## src/rtl/color_pkg.sv

```systemverilog
// rtl/color_pkg.sv - shared types and encodings for the Color FSM and its driver
//
// Contents:
//   Color_state   : decoded peer colour (Blue=0, Red=1)
//   CMD_*         : command codes driven onto the peer's `in` bus
//   OUT_*         : legal codes seen on the peer's `out` bus
//   drv_state_e   : driver state encoding (IDLE, PULSE, WAIT, DONE)
//   out_is_legal  : true when a peer `out` code is one of the two legal colours

package color_pkg;

    typedef enum logic {
        Blue = 1'b0,
        Red  = 1'b1
    } Color_state;

    localparam logic [1:0] CMD_TOGGLE = 2'h1;
    localparam logic [1:0] CMD_NOP    = 2'h3;

    localparam logic [1:0] OUT_BLUE   = 2'h1;
    localparam logic [1:0] OUT_RED    = 2'h2;

    typedef enum logic [1:0] {
        ST_IDLE  = 2'd0,
        ST_PULSE = 2'd1,
        ST_WAIT  = 2'd2,
        ST_DONE  = 2'd3
    } drv_state_e;

    function automatic logic out_is_legal(input logic [1:0] code);
        return (code == OUT_BLUE) || (code == OUT_RED);
    endfunction

endpackage

```

## src/rtl/color_out_decoder.sv

```systemverilog
// rtl/color_out_decoder.sv - combinational decode of the Color FSM `out` bus
//
// Ports:
//   i_fsm_out : peer `out` code
//   o_legal   : 1 when i_fsm_out is Blue (2'h1) or Red (2'h2)
//   o_color   : decoded colour (0 = Blue, 1 = Red); only meaningful when o_legal

module color_out_decoder
    import color_pkg::*;
(
    input  logic [1:0] i_fsm_out,
    output logic       o_legal,
    output logic       o_color
);

    assign o_legal = out_is_legal(i_fsm_out);
    assign o_color = (i_fsm_out == OUT_RED) ? Red : Blue;

endmodule

```

## src/rtl/color_fsm_driver.sv

```systemverilog
// rtl/color_fsm_driver.sv - request-driven initiator that steers the Color FSM to a target colour
//
// Ports:
//   clk        : clock, rising edge
//   rst        : asynchronous active-low reset
//   req_valid  : request present
//   req_color  : target colour (0 = Blue, 1 = Red)
//   req_ready  : driver is idle and can accept a request
//   fsm_in     : command to the peer (2'h1 toggle, 2'h3 nop)
//   fsm_out    : peer output (2'h1 Blue, 2'h2 Red, others illegal)
//   done_valid : one-cycle completion pulse
//   done_err   : qualifies done_valid; 1 = timeout or illegal peer output
//   cur_color  : last legal colour seen on fsm_out
//   busy       : driver is not idle

module color_fsm_driver
    import color_pkg::*;
#(
    parameter int TIMEOUT = 15
) (
    input  logic       clk,
    input  logic       rst,
    input  logic       req_valid,
    input  logic       req_color,
    output logic       req_ready,
    output logic [1:0] fsm_in,
    input  logic [1:0] fsm_out,
    output logic       done_valid,
    output logic       done_err,
    output logic       cur_color,
    output logic       busy
);

    localparam int CW = $clog2(TIMEOUT + 1);
    localparam logic [CW-1:0] CNT_LAST = CW'(TIMEOUT - 1);
    localparam logic [CW-1:0] CNT_MAX  = {CW{1'b1}};

    localparam logic [1:0] S_IDLE  = ST_IDLE;
    localparam logic [1:0] S_PULSE = ST_PULSE;
    localparam logic [1:0] S_WAIT  = ST_WAIT;
    localparam logic [1:0] S_DONE  = ST_DONE;

    logic [1:0]    r_state;
    logic [1:0]    w_state_nxt;
    logic          r_target;
    logic          w_target_nxt;
    logic [CW-1:0] r_cnt;
    logic [CW-1:0] w_cnt_nxt;
    logic          w_err_nxt;

    logic [1:0]    r_fsm_in;
    logic          r_req_ready;
    logic          r_done_valid;
    logic          r_done_err;
    logic          r_busy;
    logic          r_cur_color;

    logic          w_legal;
    logic          w_color;

    color_out_decoder u_dec (
        .i_fsm_out (fsm_out),
        .o_legal   (w_legal),
        .o_color   (w_color)
    );

    always_comb begin
        w_state_nxt  = r_state;
        w_target_nxt = r_target;
        w_cnt_nxt    = r_cnt;
        w_err_nxt    = 1'b0;

        case (r_state)
            S_IDLE: begin
                if (req_valid) begin
                    w_target_nxt = req_color;
                    if (!w_legal) begin
                        w_state_nxt = S_DONE;
                        w_err_nxt   = 1'b1;
                    end else if (w_color == req_color) begin
                        // Already there: finish without disturbing the peer.
                        w_state_nxt = S_DONE;
                    end else begin
                        w_state_nxt = S_PULSE;
                    end
                end
            end

            S_PULSE: begin
                w_cnt_nxt   = '0;
                w_state_nxt = S_WAIT;
            end

            S_WAIT: begin
                if (w_legal && (w_color == r_target)) begin
                    w_state_nxt = S_DONE;
                end else if (!w_legal || (r_cnt == CNT_LAST)) begin
                    w_state_nxt = S_DONE;
                    w_err_nxt   = 1'b1;
                end else if (r_cnt != CNT_MAX) begin
                    w_cnt_nxt = r_cnt + CW'(1);
                end
            end

            S_DONE: begin
                w_state_nxt = S_IDLE;
            end

            default: begin
                w_state_nxt = S_IDLE;
            end
        endcase
    end

    // Outputs are registered from the next state so that none of them has a
    // combinational path from req_valid or fsm_out.
    always_ff @(posedge clk or negedge rst) begin
        if (!rst) begin
            r_state      <= S_IDLE;
            r_target     <= 1'b0;
            r_cnt        <= '0;
            r_fsm_in     <= CMD_NOP;
            r_req_ready  <= 1'b1;
            r_done_valid <= 1'b0;
            r_done_err   <= 1'b0;
            r_busy       <= 1'b0;
            r_cur_color  <= 1'b1;
        end else begin
            r_state      <= w_state_nxt;
            r_target     <= w_target_nxt;
            r_cnt        <= w_cnt_nxt;
            r_fsm_in     <= (w_state_nxt == S_PULSE) ? CMD_TOGGLE : CMD_NOP;
            r_req_ready  <= (w_state_nxt == S_IDLE);
            r_done_valid <= (w_state_nxt == S_DONE);
            r_done_err   <= (w_state_nxt == S_DONE) && w_err_nxt;
            r_busy       <= (w_state_nxt != S_IDLE);
            if (w_legal) begin
                r_cur_color <= w_color;
            end
        end
    end

    assign fsm_in     = r_fsm_in;
    assign req_ready  = r_req_ready;
    assign done_valid = r_done_valid;
    assign done_err   = r_done_err;
    assign busy       = r_busy;
    assign cur_color  = r_cur_color;

endmodule
```

## config.mk

```make
export PLATFORM = sky130hd
export DESIGN_NAME = color_fsm_driver
export DESIGN_NICKNAME = d
export VERILOG_FILES = /design/src/rtl/color_pkg.sv /design/src/rtl/color_out_decoder.sv /design/src/rtl/color_fsm_driver.sv
export SDC_FILE = /design/constraint.sdc
export NUM_CORES = 1
export LEC_CHECK = 0
export CORE_UTILIZATION = 53
export DETAILED_ROUTE_END_ITERATION = 16
export DONT_BUFFER_PORTS = 1
export PLACE_DENSITY_LB_ADDON = 0.2
export SETUP_SLACK_MARGIN = 0.1
export SLEW_MARGIN = 40
export SYNTH_ARGS = -nofsm -noshare
export SYNTH_HDL_FRONTEND = slang
export SYNTH_SLANG_ARGS = --single-unit
```

## constraint.sdc

```tcl
create_clock -name clk -period 1.6 [get_ports clk]
set_input_delay 0.32 -clock clk [delete_from_list [all_inputs] [get_ports clk]]
set_output_delay 0.32 -clock clk [all_outputs]
set_load 0.05 [all_outputs]
```

==> metrics.md <==
| Metric | Value |
|---|---|
| Status | complete, no violations |
| WL final | 1.47 mm |
| Post-route minimum period | 1530 ps |
| Top-Level Pins | 13 |
| Most frequent cells in the layout | 10 x buf_4, 9 x dfrtp_1, 6 x inv_1, 6 x nor2_1, 4 x ha_1 |
| Commonest non-fill, non-tap cell in the layout | buf_4 |
| Combinational Power Share | 47.5% |
| Max VDD drop | 1.47 mV |
| Pins Over Slew Limit | 0 |
| Switching share of power | 45.7% |
| RSZ-0062 raised after global routing | yes |
| DIE AREA | 0.00150 mm^2 |
| Layout cells sized above 1 | 33.3% |
| Total track usage | 22.4% |
| Worst hold path class | input pin to register |
| CTS tree | yes |
| Clk root buf | clkbuf_4 |
| Busiest grt layer | met2 |
| CTS H-Tree Depth | 1 |
| Wire per inst | 15.0 um |
| Highest-delay cell along the critical path | dfrtp_1 |
| DRT Pass-1 Iters | 2 |
| Critical path capture point type | register |
| Finished layout cell area | 868 um^2 |
| Leakage power | 0.418 nW |
| Fraction of power consumed by the clock network | 11.3% |
| Netlist cell types | 27 |
| Sequential power share | 41.2% |
| Grt met3 use | 2.31% |
| Die width | 38.7 um |
| Worst path most repeated cell | o211ai_1 |
| Core area | 0.00119 mm^2 |
| Fin. Hold Viols | 0 |
| Worst path top cell family by delay | compound AO/OA/AOI/OAI gates |
| Initial antenna violation count | 0 |
| Largest net degree at the start of global routing | 14 |
| DRC | 0 |
| Total design power | 1.73 mW |
| Max cap viols | 0 |
| Antenna diodes | 0 |
| First-pass GRT wire length | 2.21 mm |
| Worst-path fanout max | 4 |
| Vias in the first global route | 521 |
| FF+latch count, synth | 13 |
| Post-synth EDFFs | 0 |
| Filler cell count | 86 |
| CTS Sinks | 13 |
| Max Clock Freq | 652 MHz |
| Pint | 0.941 mW |
| Iteration-0 DRC Markers | 5 |
| Rows | 12 |
| Synth-to-Final Area Change | 21.3% |
| Slew Limit Headroom | 61.3% |
| FFs w/ async S/R, synth | 100% |
| Synth Flop Type | dfrtp_1 |
| Yosys warns | 0 |
| Buf/Inv on CP | 2 |
| Longest Clk Path Bufs | 2 |
| Met1 Use GR | 28.1% |
| Total gr overflow | 0 |
| Register area share after synthesis | 46.0% |
| Hpwl dp | 909 um |
| DP Area | 748 um^2 |
| RD Place Congestion | 0.792 |
| Synth Instances | 71 |
| Die height | 38.7 um |
| Tightest Pin Transition | 578 ps |
| CP max stage delay | 410 ps |
| Avg Cell Area, Syn | 10.1 um^2 |
| Critical path cell sequence | inv_2, ha_4, o211ai_1, nand4_2, buf_4, o211ai_1, o21ai_0 |
| Clock-pin slew on the worst setup and hold paths | 80 ps |
| Skew final | 1.24 ps |
| CP arrival | 1670 ps |
| Syn_nets | 84 |
| Tcrit/Tclk final | 95.9% |
| IO buf count | 0 |
| Setup CP Type | register to register |
| Antenna Nets Post-Route | 0 |
| Placed Cells | 87 |
| GR met2 Demand/Resource | 36.7% |
| Worst setup SP type | register |
| Initial Util | 60.3% |
| Final setup violating endpoints | 0 |
| Utilization after layout | 73.2% |
| Via density | 5.47 |
| Finished Layout Cells | 98 |
| CTS Buf Count | 3 |
| Worst skew pair latency | 270 ps |
| CP Data Required Time | 1740 ps |
| Final #Nets | 98 |
| P per Cell Area | 2000 mW/mm^2 |
| Syn Std Cell Area | 716 um^2 |
| Vias | 536 |
| P_sw | 0.792 mW |
| Hold_ws | 202 ps |
==> flip-flops by register name (all words and copies together) (netlist names) <==
signal      flops
fsm_in          1
busy            1
cur_color       1
done_err        1
done_valid      1
req_ready       1
r_state         2
r_target        1
r_cnt           4
==> synth_stat cells (all sizes together), types with 3 or more instances <==
library cell  instances  area [um^2]
dfrtp                10          250
inv                   9         33.8
ha                    7         87.6
nor2                  6         22.5
a31oi                 3         18.8
dfstp                 3         78.8
nand2                 3         11.3
nand3                 3         15.0
o211ai                3         22.5
o21ai                 3         15.0
==> worst reg2reg max path, cell delays in order (launching register included) <==
cell,delay [ps]
dfrtp_1,410
inv_2,60
ha_4,160
o211ai_1,210
nand4_2,160
buf_4,180
o211ai_1,90
o21ai_0,130
==> power groups by stage <==
stage	clock network (mW)	registers, mW	logic, mW
floorplan	0	0.705	0.448
global placement	0	0.716	0.630
detailed placement	0	0.718	0.646
CTS	0.204	0.707	0.747
global route	0.217	0.726	0.903
finish	0.196	0.714	0.823
==> path summary, 6_finish.rpt <==
kind / start / end / slack [ps] / cells after the start
setup reg to reg: r_cnt[0] / r_cnt[1] / 70 / 7
hold / removal: req_color / r_target / 200 / 1
min in group asynchronous: rst / r_state[1] / 480 / 1
max in group asynchronous: rst / r_cnt[1] / 710 / 1
setup / recovery: r_cnt[0] / r_cnt[1] / 70 / 7
hold reg to reg: r_target / r_target / 590 / 1
==> layout make-up <==
| class | count | area (um^2) | share of cell area, % |
|---|---|---|---|
| clock buffers | 4 | 26.3 | 3.03 |
| multi-input cells | 47 | 375 | 43.2 |
| flip-flops and latches | 13 | 330 | 38.0 |
| repair buffers | 11 | 85.1 | 9.80 |
| well taps | 14 | 17.5 | 2.02 |
| inverters | 9 | 33.8 | 3.89 |
==> kinds of logic after synthesis <==
family	Yosys count	share of synthesized area, %
AND/OR/NAND/NOR	20	14.3
buffers and inverters	11	6.82
other	1	0.524
multiplexers	3	4.55
XOR/XNOR	3	3.67
AO/OA/AOI/OAI	13	11.9
adder cells (fa/ha/maj)	7	12.2
flip-flops	13	46.0
==> through the flow <==
stage / setup slack, ps / TNS [ps]
3_5_place_dp: 34.5 / 0
5_1_grt: -10.4 / -10.4
3_3_place_gp: 77.4 / 0
2_1_floorplan: 115 / 0
6_report: 65.6 / 0
4_1_cts: 93.0 / 0
==> repair_timing <==
action / in CTS / in global routing
setup buffers: 4 / 2
pin swaps: 3 / 8
resized for setup: 7 / 5
hold endpoints to repair: 13 / 0
hold buffers: 1 / 0
gates cloned: 0 / 0
endpoints found under the setup margin: 7 / 9
==> per-layer routing <==
layer / vias to the layer above / part of all wire, %
li1: 266 / -
met1: 255 / 47
met2: 11 / 48
met3: 4 / 3.1
met4: 0 / 1.8
met5: - / 0
No activity file was read; power rests on OpenSTA's default activity.
